<file path="src/rtl/v9958_cpu_bridge.sv">
// Z80 I/O bus to V9958 VDP access bridge.
// Synchronises the asynchronous RD/WR I/O strobes into the pixel clock domain,
// decodes the port address, and turns each strobe into exactly one cpu_req
// pulse. Read data is captured RD_LAT cycles after the request and held on the
// pad until the CPU releases RD.
module v9958_cpu_bridge #(
  parameter logic [5:0] BASE_ADDR = 6'b100110,
  parameter int         RD_LAT    = 2
) (
  input  logic       clk,
  input  logic       reset_n,
  input  logic [7:0] A,
  input  logic       rd_iorq_n,
  input  logic       wr_iorq_n,
  input  logic [7:0] cd_in,
  output logic [7:0] cd_out,
  output logic       cd_oe,
  output logic       cs_n,
  output logic       cpu_req,
  output logic       cpu_wrt,
  output logic [1:0] cpu_adr,
  output logic [7:0] cpu_dbo,
  input  logic [7:0] cpu_dbi
);

  localparam logic [2:0] LAT_M1 = 3'(RD_LAT - 1);

  typedef enum logic [2:0] {
    IDLE    = 3'd0,
    WR_REQ  = 3'd1,
    RD_REQ  = 3'd2,
    RD_WAIT = 3'd3,
    RD_HOLD = 3'd4,
    WR_HOLD = 3'd5
  } state_t;

  state_t     state_q, state_d;
  logic       rd_meta_q, rd_s_q, wr_meta_q, wr_s_q;
  logic [1:0] flush_q;
  logic       armed_q, armed_d;
  logic [2:0] cnt_q, cnt_d;
  logic [1:0] adr_q, adr_d;
  logic [7:0] dbo_q, dbo_d;
  logic [7:0] latch_q, latch_d;
  logic       hit;

  assign hit = (A[7:2] == BASE_ADDR);

  // Two-flop synchronisers plus a flush marker: the synchroniser outputs are
  // forced high by reset, so they only reflect the real strobes once the
  // marker has filled. Rearm must not trust those forced values, otherwise a
  // strobe held low across reset would be treated as a fresh access.
  always_ff @(posedge clk or negedge reset_n) begin
    if (!reset_n) begin
      rd_meta_q <= 1'b1;
      rd_s_q    <= 1'b1;
      wr_meta_q <= 1'b1;
      wr_s_q    <= 1'b1;
      flush_q   <= 2'b00;
    end else begin
      rd_meta_q <= rd_iorq_n;
      rd_s_q    <= rd_meta_q;
      wr_meta_q <= wr_iorq_n;
      wr_s_q    <= wr_meta_q;
      flush_q   <= {flush_q[0], 1'b1};
    end
  end

  // FSM state and access registers.
  always_ff @(posedge clk or negedge reset_n) begin
    if (!reset_n) begin
      state_q <= IDLE;
      armed_q <= 1'b0;
      cnt_q   <= 3'd0;
      adr_q   <= 2'd0;
      dbo_q   <= 8'd0;
      latch_q <= 8'd0;
    end else begin
      state_q <= state_d;
      armed_q <= armed_d;
      cnt_q   <= cnt_d;
      adr_q   <= adr_d;
      dbo_q   <= dbo_d;
      latch_q <= latch_d;
    end
  end

  // Next-state logic and request outputs.
  always_comb begin
    state_d = state_q;
    armed_d = armed_q;
    cnt_d   = cnt_q;
    adr_d   = adr_q;
    dbo_d   = dbo_q;
    latch_d = latch_q;
    cpu_req = 1'b0;
    cpu_wrt = 1'b0;

    // Both strobes seen high (after the synchronisers are trustworthy) arms
    // the bridge for the next access; accepting an access disarms it.
    if (flush_q[1] && rd_s_q && wr_s_q) armed_d = 1'b1;

    unique case (state_q)
      IDLE: begin
        if (armed_q && hit && !wr_s_q) begin
          adr_d   = A[1:0];
          dbo_d   = cd_in;
          armed_d = 1'b0;
          state_d = WR_REQ;
        end else if (armed_q && hit && !rd_s_q) begin
          adr_d   = A[1:0];
          armed_d = 1'b0;
          state_d = RD_REQ;
        end
      end
      WR_REQ: begin
        cpu_req = 1'b1;
        cpu_wrt = 1'b1;
        state_d = WR_HOLD;
      end
      RD_REQ: begin
        cpu_req = 1'b1;
        cnt_d   = LAT_M1;
        state_d = RD_WAIT;
      end
      RD_WAIT: begin
        if (cnt_q == 3'd0) begin
          latch_d = cpu_dbi;
          state_d = RD_HOLD;
        end else begin
          cnt_d = cnt_q - 3'd1;
        end
      end
      RD_HOLD: if (rd_s_q) state_d = IDLE;
      WR_HOLD: if (wr_s_q) state_d = IDLE;
      default: state_d = IDLE;
    endcase
  end

  assign cpu_adr = adr_q;
  assign cpu_dbo = dbo_q;
  assign cd_out  = latch_q;
  // Pad drive follows the raw RD so the bus is released without sync delay.
  assign cd_oe   = (state_q == RD_HOLD) && !rd_iorq_n && hit;
  assign cs_n    = ~(reset_n && hit && (!rd_iorq_n || !wr_iorq_n));

endmodule

</file>
<file path="config.mk">
export PLATFORM = sky130hd
export DESIGN_NAME = v9958_cpu_bridge
export DESIGN_NICKNAME = d
export VERILOG_FILES = /design/src/rtl/v9958_cpu_bridge.sv
export SDC_FILE = /design/constraint.sdc
export NUM_CORES = 1
export LEC_CHECK = 0
export ABC_AREA = 1
export CORE_ASPECT_RATIO = 1.2
export CORE_UTILIZATION = 43
export CTS_CLUSTER_DIAMETER = 60
export CTS_CLUSTER_SIZE = 24
export DETAILED_ROUTE_END_ITERATION = 10
export PLACE_DENSITY = 0.84
export SYNTH_ARGS = -nofsm -noshare
export SYNTH_HDL_FRONTEND = slang
export SYNTH_SLANG_ARGS = --single-unit
</file>
<file path="constraint.sdc">
create_clock -name clk -period 1.7 [get_ports clk]
set_input_delay 0.34 -clock clk [delete_from_list [all_inputs] [get_ports clk]]
set_output_delay 0.34 -clock clk [all_outputs]
set_load 0.05 [all_outputs]
</file>
==> impl_metrics.csv <==
group,metric,value,unit
status,status,"finished with violations",
status,failed_checks,"negative setup slack",
place,port_buffers,49,
logic_synthesis,syn-num-nets,163,
finish,fin_area,2040,um^2
sta,setup_tns,-1.82,ps
global_route,antenna_found_initial,0,
hold_path,hold_class,"flip-flop to flip-flop",
logic_synthesis,netlist.area_leader.share,51.5,%
route,drt_wl_total,3310,um
finish,drive_above_1_share,36.1,%
global_route,grtUsageTotal,21.9,%
critical_path,cp_slowest_cell,"dfrtp_2",
logic_synthesis,ys.warnings.count,0,
finish,fin_nets,231,
critical_path,path_buf_inv,2,
logic_synthesis,synth-seq-cells,31,
hold_path,min_to,"rd_s_q",
die,initial_core_util,46.3,%
sta,final-hold-violation-count,0,
route,drtIter0Drc,29,
sta,finalCritPeriodShare,100,%
die,dieArea,3280,um^2
route,antenna_left,0,
critical_path,critPathMaxStageDelay,420,ps
logic_synthesis,ys_seq_area_share,59.5,%
critical_path,worstSetupStartpointType,"flip-flop",
die,die_w,52.4,um
sta,setup_violations,1,
clocking,cts_hold_buf,0,
pwr,leakage,1.04,nW
critical_path,path_max_fanout,3,
place,postPlaceCellArea,1890,um^2
global_route,grt_pass1_vias,1195,
clocking,cts_tree,"built",
critical_path,reg2reg_setup_slack,250,ps
finish,fill_cells,204,
hold_path,holdPathStages,0,
critical_path,timing.rr.start,"cnt_q[0]",
die,std_cell_rows,21,
finish,mostFrequentLayoutCell,"nand2_1",
critical_path,rr_worst_depth,5,
clocking,clkLatencyLatePin,320,ps
sta,drv_slew,0,
sta,fin_ws,-1.82,ps
logic_synthesis,avgSynthCellArea,9.87,um^2
clocking,root_buffer,"clkbuf_4",
route,wl_per_cell,14.0,um
critical_path,arrival,1360,ps
clocking,clk_path_buf_depth,2,
critical_path,end_kind,"output pin",
sta,period_needed,1700,ps
logic_synthesis,yosys.area.top_type,"dfrtp_1",
place,routabilityCongestion,0.773,
critical_path,cp_top_family,"flip-flops",
die,core-area,2840,um^2
clocking,h-tree-depth,2,
job,cap_violations,0,
pwr,ir_worst_vdd,0.00138,V
hold_path,min_from,"rd_meta_q",
die,ioPinCount,50,
critical_path,r2r-end,"cd_out[3]",
route,dr_total_vias,1171,
logic_synthesis,synth_cells,133,
critical_path,crit_chain,"inv_2, nand3_2, nor3_4, buf_12",
finish,area_growth,55.7,%
route,drtPass1Iterations,4,
finish,antenna_cells,0,
place,dp_hpwl,2340,um
route,viasPerCell,4.96,
logic_synthesis,syn_area,1310,um^2
global_route,grt_start_max_net_pins,32,
critical_path,crit_start,"state_q[1]",
sta,max_clock_freq,0.588,GHz
global_route,grt_pass1_wl,5210,um
sta,fin_skew,5.53,ps
logic_synthesis,yosysUniqueCellTypes,21,
die,die_y,62.5,um
critical_path,cp.required,1360,ps
clocking,cts_sinks,31,
finish,layout_common_cells,"nand2_1 (38), buf_4 (30), dfrtp_1 (25)",
clocking,cts_made_buffers,5,
route,drc,0,
logic_synthesis,synth_area_leaders,"dfrtp_1 (51%), nand2_1 (11%), dfstp_2 (8.0%)",
global_route,grt-ovfl-total,0,
critical_path,path_class,"flip-flop to output pin",
clocking,path_clk_slew,90,ps
sta,rsz0062_at_grt,"true",
pwr,p_per_area,1650,nW/um^2
worst reg2reg max path: stages, from the launching register on:
cell and delay [ps]:
dfrtp_1 380, inv_1 60, ha_1 200, ha_1 220, nand2_4 140, mux2_2 350
sequential cells by signal, summed over array words and instances, names as in the netlist:
name and count:
cpu_dbo 8, rd_s_q 1, armed_q 1, wr_meta_q 1, cnt_q 3, state_q 3
flush_q 2, cpu_adr 2, cd_out 8, wr_s_q 1, rd_meta_q 1
cells by family (layout without fill, tap and decap cells):
group / Yosys count / after routing / synth area share [%]
flip-flops: 31 / 31 / 59.5
buffers and inverters: 20 / 89 / 5.81
adder cells (fa/ha/maj): 2 / 2 / 1.91
other: 1 / 1 / 0.286
AND/OR/NAND/NOR: 62 / 62 / 21.4
AO/OA/AOI/OAI: 9 / 9 / 4.19
multiplexers: 8 / 8 / 6.86
where the power goes:
group | switching (mW) | internal (mW) | total, mW
Sequential | 0.131 | 0.955 | 1.09
Combinational | 1.14 | 0.680 | 1.82
Clock | 0.234 | 0.243 | 0.478
per-layer routing:
metal	track usage, %	up-vias	wire (um)
met1	25.2	570	1290
met4	8.55	0	40
met5	0	-	0
met3	6.08	4	143
met2	37.2	37	1840
li1	-	560	-
through the flow:
stage / instances / util (%) / setup WS (ps) / hold slack (ps) / total power [mW]
floorplan: 133 / - / -8.62 / 44.4 / 2.14
global placement: 222 / 66.6 / -50.0 / 331 / 2.66
detailed placement: 222 / 66.6 / -99.5 / 349 / 2.74
CTS: 235 / 71.2 / 16.5 / 363 / 3.35
global route: 236 / 72.0 / -44.1 / 373 / 3.54
finish: 236 / 72.0 / -1.82 / 363 / 3.38
Yosys cell counts:
cell      number
nor2_1         6
a21boi_0       1
dfrtp_1       27
nor2_2         2
ha_1           2
inv_1         18
mux2_2         8
nor3_1         1
nand4_1        3
o21ai_0        4
nand3_2        2
nand2_4        1
o22ai_1        2
nor2_4         1
nand3_1        6
clkinv_2       1
conb_1         1
dfstp_2        4
o21bai_1       2
nand2_1       40
inv_2          1
worst max path at each step:
stage / end / slack, ps / cells past startpoint
after floorplan: cpu_req / -9 / 3
after global placement: cd_oe / -50 / 6
after detailed placement: cd_oe / -100 / 6
after CTS: cpu_req / 20 / 4
after global routing: cd_oe / -40 / 4
final: cd_oe / -2 / 4
what timing repair did:
item,CTS,global route
resized for setup,15,6
gates cloned,0,0
setup buffers,5,1
pin swaps,7,3
endpoints found under the setup margin,4,4
final cells by class:
type                       count  area (um^2)  area share, %
sequential                    31          783           38.3
timing repair buffer          61          572           28.0
multi-input combinational     82          498           24.4
inverter                      20         78.8           3.86
clock buffer                   8         68.8           3.37
tap                           34         42.5           2.08
(Power assumes the default switching activity.)
